==> src/rtl/serial_add_acc.sv <==
// Bit-serial adder: consumes LSB-first propagate/generate pairs and assembles the sum.
// Optional signed-overflow output ovf_out is enabled by defining SERIAL_ADD_OVF_EN.
module serial_add_acc #(
  parameter int WIDTH = 8
) (
  input  logic             clk,
  input  logic             rst_n,
  input  logic             start,
  input  logic             bit_valid,
  input  logic             p_in,
  input  logic             g_in,
  output logic             busy,
  output logic             done,
  output logic [WIDTH-1:0] sum_out,
`ifdef SERIAL_ADD_OVF_EN
  output logic             carry_out,
  output logic             ovf_out
`else
  output logic             carry_out
`endif
);

  localparam int CW = $clog2(WIDTH + 1);

  typedef enum logic [1:0] {IDLE, SHIFT, DONE} state_t;

  state_t           state;
  logic             c;
  logic [CW-1:0]    cnt;
  logic [WIDTH-1:0] sr;
  logic             s, c_nxt, last;
  logic [WIDTH-1:0] sr_nxt;

  assign s      = p_in ^ c;
  assign c_nxt  = g_in | (p_in & c);
  assign sr_nxt = {s, sr[WIDTH-1:1]};
  assign last   = (cnt == CW'(WIDTH - 1));

  always_ff @(posedge clk or negedge rst_n) begin
    if (!rst_n) begin
      state     <= IDLE;
      busy      <= 1'b0;
      done      <= 1'b0;
      c         <= 1'b0;
      cnt       <= '0;
      sr        <= '0;
      sum_out   <= '0;
      carry_out <= 1'b0;
`ifdef SERIAL_ADD_OVF_EN
      ovf_out   <= 1'b0;
`endif
    end else begin
      done <= 1'b0;
      case (state)
        IDLE: if (start) begin
          c     <= 1'b0;
          cnt   <= '0;
          busy  <= 1'b1;
          state <= SHIFT;
        end
        SHIFT: if (bit_valid) begin
          c   <= c_nxt;
          cnt <= cnt + 1'b1;
          sr  <= sr_nxt;
          // Result registers load on the same edge that enters DONE
          if (last) begin
            state     <= DONE;
            busy      <= 1'b0;
            done      <= 1'b1;
            sum_out   <= sr_nxt;
            carry_out <= c_nxt;
`ifdef SERIAL_ADD_OVF_EN
            ovf_out   <= c ^ c_nxt;
`endif
          end
        end
        DONE:    state <= IDLE;
        default: state <= IDLE;
      endcase
    end
  end

endmodule
==> config.mk <==
export PLATFORM = sky130hd
export DESIGN_NAME = serial_add_acc
export DESIGN_NICKNAME = d
export VERILOG_FILES = /design/src/rtl/serial_add_acc.sv
export SDC_FILE = /design/constraint.sdc
export NUM_CORES = 1
export LEC_CHECK = 0
export CAP_MARGIN = 20
export CORE_MARGIN = 3
export CORE_UTILIZATION = 40
export CTS_CLUSTER_SIZE = 20
export DETAILED_ROUTE_END_ITERATION = 8
export PLACE_DENSITY_LB_ADDON = 0.1
export SKIP_LAST_GASP = 1
export SLEW_MARGIN = 20
export SYNTH_ARGS = -nofsm -noshare
export SYNTH_HDL_FRONTEND = slang
export SYNTH_SLANG_ARGS = --single-unit
==> constraint.sdc <==
create_clock -name clk -period 1.6 [get_ports clk]
set_input_delay 0.32 -clock clk [delete_from_list [all_inputs] [get_ports clk]]
set_output_delay 0.32 -clock clk [all_outputs]
set_load 0.02 [all_outputs]
======== After elaboration in Yosys (flattened, before gate mapping) ========
Index checks and enable logic that the tools add are counted.
word-level totals
  input bits .............................. 6
  register bits after elaboration ......... 26
  word-level logic and storage cells ...... 41
  output and inout bits ................... 11
operators by class
  add/subtract/negate cells ............... 1
  bitwise operators ....................... 3
  eq/ne operators ......................... 5
  reduce and logical (&&, ||, !) cells .... 7
  muxes and demuxes ....................... 17
operator list
  operator               number
  $reduce_and A3 Y1      3
  $mux W1                8
  $mux W4                2
  $pmux W4 S2            1
  $mux W2                3
  $ne A2 B2 Y1 const B   3
  $add A4 B1 Y4 const B  1
  $eq A4 B3 Y1 const B   1
  $pmux W1 S2            2
  $pmux W2 S2            1
  $reduce_and A4 Y1      1
  $eq A2 B1 Y1 const B   1
  $logic_not A2 Y1       1
  $reduce_and A2 Y1      1
  $reduce_bool A2 Y1     1
  $and A1 B1 Y1          1
  $or A1 B1 Y1           1
  $xor A1 B1 Y1          1

======== Logic depth before layout (Yosys ltp) ========
  depth in word-level cells ............... 4
  depth in mapped cells ................... 5
  depth with buffers taken out ............ 4

======== Worst setup path after synthesis ========
OpenSTA, ideal clock, no wires.
  kind .................................... reg-to-reg
  start point ............................. register cnt[0]
  end point ............................... register sum_out[0]
  setup time .............................. 0.125 ns
  period minus slack after synthesis ...... 1.442 ns
  buffers on the path ..................... 1
  cell stages (with the launch flop) ...... 6
  data required time ...................... 1.475 ns
  arrival time ............................ 1.318 ns
  setup slack ............................. 0.158 ns
  cells stage by stage .................... dfrtp_1 -> ha_1 -> nand2_1 -> nor3_4 -> buf_6 -> mux2_2
between the ends
  word-level cells in the longest chain between the ends .. 2
ends and longest elaborated chain
  item                                line  text
  start: declaration                  29    logic [CW-1:0] cnt;
  start signal: assignment            63    cnt <= cnt + 1'b1;
  $eq A4 B3 Y1                        37    assign last = (cnt == CW'(WIDTH - 1));
  $reduce_and A3 Y1 (no source line)  -
  end signal: assignment              70    sum_out <= sr_nxt;
  end: declaration                    14    output logic [WIDTH-1:0] sum_out,
No other way between the ends.
A chain may end at the register's enable or synchronous reset.

======== Final worst setup path ========
  start point ............................. register cnt[1]
  end point ............................... register sum_out[4]
Same word-level chain as after synthesis.

==> flow_summary.toml <==
[outcome]
status = "completed"

[placed_design]
gp_congestion = 0.711
io_buffers = 16
dp_hpwl_um = 1230

[detailed_routing]
vias_per_cell = 5.02
wire_per_inst_um = 13.0
drtAntennaViolNets = 0
first_pass_iters = 3
drtIter0Drc = 14
drc = 0
wl_um = 1740
num_vias = 667

[sta]
holdWs_ps = 343
min_period_ps = 1510
final_max_slew_viol_count = 0
tightest_slew_ps = 321
finalHoldViolCount = 0
max_freq_ghz = 0.663
finalClockSkew_ps = 6.44
setup_violations = 0
tns_ps = 0
period_share_pct = 94.2
maxSlewHeadroom_pct = 78.6
rsz0062_at_grt = "no"

[global_routing]
use_met3_pct = 4.30
antenna_found_initial = 0
busiest_layer = "met1"
grt_pass1_vias = 673
grt_max_degree = 26
grt_pass1_wl_um = 2990
gr-usage-all-layers_pct = 11.6
grt_use_met1_pct = 16.8
overflow = 0
use_met2_pct = 16.8

[clock_network]
cts_hold_buf = 0
cts.sinks = 25
cts_tree = "built"
numCtsBuffers = 3
clk_path_buf_depth = 2
cts.clk_slew.worst_paths_ps = 130
htree_levels = 1
clk_latency_ps = 310
cts_root_buf = "clkbuf_4"

[floorplan]
die_w_um = 57.4
fp.dieH_um = 57.4
initial_core_util_pct = 42.3
die-area_um2 = 3300
io_pins = 17
rows = 18
coreArea_um2 = 2500

[synth]
synth_seq_cells = 25
ys.warnings.count = 0
synth_nets = 86
mappedNetlistArea_um2 = 1060
ys_seq_area_share_pct = 59.2
synth_cell_types = 21
postSynthAreaPerCell_um2 = 13.6
synth_cells = 78

[worst_setup_path]
crit_buf_inv = 1
cpLargestDelayFamily = "flip-flops"
path_max_fanout = 11
critPathKind = "flop to flop"
cp.arrival_ps = 1720
cp-start-kind = "flop"
cpPeakStageDelay_ps = 400
slowest_stage = "dfrtp_1"
path_cells = "ha_1, nand2_1, nor3_4, buf_12, mux2_2"
required_ps = 1810
cp-end-kind = "flop"

[finish]
seq_area_um2 = 626
fillers = 234
multiInputGateArea_um2 = 398
drive_gt1_share_pct = 28.2
area_growth_pct = 24.4
insertedDiodeCount = 0
final_cell_mix = "dfrtp_1 (25), mux2_2 (15), dlygate4sd2_1 (11), buf_4 (6)"
final_nets = 112
mostFrequentLayoutCell = "dfrtp_1"

[hold_path]
min_path_type = "input pin to async pin"

[pwr]
p_leak_nw = 0.630
vdd_ir_drop_max_v = 0.000995
power_density_nw_per_um2 = 1760

[run]
maxCapViolCount = 0
-- flip-flops by register name (all words and copies together), names as in the netlist --
signal / count
state: 2
sr: 7
carry_out: 1
busy: 1
c: 1
done: 1
sum_out: 8
cnt: 4
-- metal layers --
metal / up-vias / wire [µm]
met4: 0 / 19
li1: 325 / -
met2: 15 / 755
met1: 325 / 876
met3: 2 / 83
met5: - / 0
-- path summary, 6_finish.rpt --
check | to | slack, ps | cells after the start | startpoint
min in group clk | busy | 520 | 2 | busy
max in group asynchronous | state[1] | 1010 | 2 | rst_n
min | sum_out[1] | 340 | 2 | rst_n
max | sum_out[4] | 90 | 5 | cnt[1]
min reg2reg | busy | 520 | 2 | busy
max reg2reg | sum_out[4] | 90 | 5 | cnt[1]
-- synth_stat cells --
library cell | n | area, µm²
nand4_1 | 1 | 6.26
a22o_1 | 1 | 8.76
nand2b_1 | 1 | 6.26
mux2i_1 | 4 | 40.0
nor2b_1 | 1 | 6.26
nand3b_4 | 1 | 20.0
buf_6 | 1 | 11.3
nor3_1 | 1 | 5.00
buf_4 | 1 | 7.51
nand2_1 | 5 | 18.8
ha_1 | 2 | 25.0
nor3_4 | 1 | 16.3
o21bai_1 | 1 | 7.51
nor2_1 | 5 | 18.8
a31oi_1 | 3 | 18.8
mux2_2 | 15 | 169
inv_1 | 4 | 15.0
a22o_2 | 1 | 10.0
o22ai_1 | 1 | 6.26
o21ai_0 | 3 | 15.0
dfrtp_1 | 25 | 626
-- area by class of cell --
class | instances | share of cell area, %
multi-input combinational | 47 | 30.3
sequential | 25 | 47.6
tap | 30 | 2.85
timing repair buffer | 23 | 16.1
inverter | 4 | 1.14
clock inverter | 1 | 0.381
clock buffer | 3 | 1.71
-- cell families (layout without fill, tap and decap cells) --
logic type	after synthesis	count (layout)	share of synthesized area, %
fa+ha+maj	2	2	2.37
mux	19	19	19.8
simple gates	16	16	9.23
buf+inv	6	31	3.20
compound gates	10	10	6.27
flops	25	25	59.2
-- stage by stage --
stage	worst slack, ps	util [%]	power, mW	std cells	instance area (µm²)
2_1_floorplan	158	-	1.71	78	1060
4_1_cts	53.7	52.3	2.33	132	1310
3_5_place_dp	-121	51.8	2.14	128	1290
3_3_place_gp	-111	51.8	2.11	128	1290
5_1_grt	16.2	52.6	2.49	133	1320
6_report	92.3	52.6	2.31	133	1320
-- what timing repair did --
item / in CTS / in global routing
setup buffers: 0 / 1
setup endpoints to repair: 11 / 5
pin swaps: 0 / 0
resized for setup: 11 / 0
hold endpoints to repair: 0 / 0
gates cloned: 0 / 0
-- power by group --
group | total [mW] | leakage (nW) | switching (mW) | internal [mW]
clock network | 0.275 | 0.0177 | 0.182 | 0.0934
logic | 0.926 | 0.308 | 0.437 | 0.489
registers | 1.11 | 0.304 | 0.196 | 0.914
Note: power is estimated with default switching activity, not from simulation.
==> RTL edit: new RTL, same flow settings <==
Re-encode `state_t` (3 states) as one-hot, 3 bits wide.
--- a/src/rtl/serial_add_acc.sv
+++ b/src/rtl/serial_add_acc.sv
@@ -22,7 +22,7 @@
 
   localparam int CW = $clog2(WIDTH + 1);
 
-  typedef enum logic [1:0] {IDLE, SHIFT, DONE} state_t;
+  typedef enum logic [2:0] {IDLE = 3'b001, SHIFT = 3'b010, DONE = 3'b100} state_t;
 
   state_t           state;
   logic             c;
Function: no difference found for any inputs over 10 cycles, from zero or initial values and one cycle with rst_n low; not proved beyond that.
==> RTL edit against the unedited design <==
Synthesized area is 5.3% higher; count of clock-buffer cells in the layout stayed put; worst setup slack got worse by 58 ps; sequential cell count up 1; final cell count fell by 6.0%; wire length up 4.8%; clock skew is 1.3 ps higher; design area up 4.0%; critical endpoint is now sr[4]$_DFFE_PN0P_; highest routed layer unchanged.
Power is not compared: it rests on default switching activity, and its combinational part moved more than twofold at a synthesized area within 25%.
==> RTL edit: results (changes against the unedited design) <==
| Metric | Value |
|---|---|
| Post-CTS setup buffers | 0 (unchanged) |
| Hold slack | 284 ps (was 343 ps) |
| First-pass GRT wire length | 3040 µm (was 2990 µm) |
| Share of cells above drive strength 1 | 30.5% (was 28.2%) |
| H-tree levels | 1 (unchanged) |
| CTS Buffer Depth | 2 (unchanged) |
| Reg-to-reg critical path startpoint | cnt[0]$_DFFE_PN0P_ (was cnt[1]$_DFFE_PN0P_) |
| Count of different cell masters after synthesis | 25 (was 21) |
| Peak supply drop | between 0.0006 and 0.0007 V |
| GRT Resource Usage Total | 11.7% (was 11.6%) |
| DRT iter0 DRCs | 16 (was 14) |
| Clk_skew | 7.69 ps (was 6.44 ps) |
| First drt pass iteration count | 2 (was 3) |
| R2r worst-path depth | 4 (was 5) |
| Arr. time, crit path | 1790 ps (was 1720 ps) |
| Flop2flop setup slack | 50 ps (was 90 ps) |
| Ant diodes | 0 (unchanged) |
| ANT nets after route | 0 (unchanged) |
| Synth cell count leaders | dfrtp_1 (25), mux2_4 (9), mux2_2 (7), a21oi_1 (3), a22o_1 (3) (was dfrtp_1 (25), mux2_2 (15), nand2_1 (5), nor2_1 (5)) |
| Final wirelength | 1820 µm (was 1740 µm) |
| Crit-path max FO | 15 (was 11) |
| Ranking of synthesized cells by area | dfrtp_1 (56%), mux2_4 (12%), mux2_2 (7.1%), dfstp_2 (2.4%), a22o_1 (2.4%) (was dfrtp_1 (59%), mux2_2 (16%), mux2i_1 (3.8%), ha_1 (2.4%), nand3b_4 (1.9%)) |
| CTS buffer count | 3 (unchanged) |
| Pin count of the biggest net entering global routing | 16 (was 26) |
| Via-to-Cell Ratio | 5.03 (was 5.02) |
| Post-synthesis sequential area ratio | 58.5% (was 59.2%) |
| Asr flop ratio synth | 100% (unchanged) |
| Nets | 104 (was 112) |
| Root Buffer | clkbuf_4 (unchanged) |
| Syn Nets | 81 (was 86) |
| Biggest regs | sum_out x8, sr x7, cnt x4 (unchanged) |
| Syn Inst Count | 73 (was 78) |
| GRT overflow | 0 (unchanged) |
| Outcome | complete, no violations (unchanged) |
| Syn. warnings | 0 (unchanged) |
| Via count | 629 (was 667) |
| R2R Path End | sum_out[2]$_DFFE_PN0P_ (was sum_out[4]$_DFFE_PN0P_) |
| Relative slew slack | 71.6% (was 78.6%) |
| HP Class | in -> async (unchanged) |
| Initial antenna violation count | 0 (unchanged) |
| Post-Place Cells | 120 (was 128) |
| Vias in the first global route | 661 (was 673) |
| Post-detail-place hpwl | 1220 µm (was 1230 µm) |
| GP Congestion | 0.695 (was 0.711) |
| IO buf count | 16 (unchanged) |
| Hold-fix buffers, CTS | 0 (unchanged) |
| Clk_lat worst skew | approximately 320 ps |
| Static Leakage | 0.684 nW |
| Clock-pin transition on the worst setup and hold timing paths | 150 ps (was 130 ps) |
-- RTL edit: what timing repair did --
item | 4_1_cts | 5_1_grt
gates cloned | 0 | 1
setup endpoints to repair | 11 | 2
pin swaps | 0 | 1
resized for setup | 11 | 1
-- RTL edit: worst max-delay path by stage --
stage	startpoint	end	slack, ps	depth (start not counted)
final	bit_valid	sr[4]$_DFFE_PN0P_	30	4
after global routing	bit_valid	sr[1]$_DFFE_PN0P_	3	4
after CTS	bit_valid	carry_out$_DFFE_PN0P_	40	4
after detailed placement	bit_valid	carry_out$_DFFE_PN0P_	-310	4
after global placement	bit_valid	sum_out[7]$_DFFE_PN0P_	-290	4
after floorplan	state[2]$_DFFE_PN0P_	carry_out$_DFFE_PN0P_	100	5
-- RTL edit: metal layers --
metal | part of all wire (%) | GRT usage, % | vias up
li1 | - | - | 314
met1 | 52 | 17.5 | 299
met2 | 43 | 16.2 | 14
met3 | 4.2 | 2.63 | 2
met4 | 0.88 | 4.85 | 0
met5 | 0 | 0 | -
-- RTL edit: cell families after synthesis --
kind of cell    count (synthesis)  share of synthesized area [%]
flops                          26                           58.5
mux                            16                           19.2
simple gates                   14                           8.76
compound gates                 11                           7.30
buf+inv                         3                           3.15
fa+ha+maj                       2                           2.25
xor+xnor                        1                          0.787
-- RTL edit: worst max-delay path: stages --
cell and delay (ps):
clkdlybuf4s50_1 500, nor4bb_4 350, buf_4 270, mux2_2 350
-- RTL edit: area by class of cell --
type                       count  area, µm²
fill                         235       1200
sequential                    26        652
multi-input combinational     45        449
timing repair buffer          20        176
tap                           30       37.5
clock inverter                 1       30.0
clock buffer                   3       22.5
-- RTL edit: power breakdown --
part | leakage (nW) | internal [mW] | switching (mW)
clock network | 0.0279 | 0.253 | 0.199
registers | 0.345 | 0.808 | 0.119
logic | 0.312 | 0.214 | 0.152
-- RTL edit: through the flow --
step	utilization, %	instance area (µm²)	setup TNS [ps]	worst slack [ps]
after floorplan	-	1110	0	98.1
after global placement	51.1	1310	-4720	-292
after detailed placement	51.1	1310	-5190	-313
after CTS	52.6	1350	0	37.1
after global routing	53.3	1370	0	3.08
final	53.3	1370	0	34.1
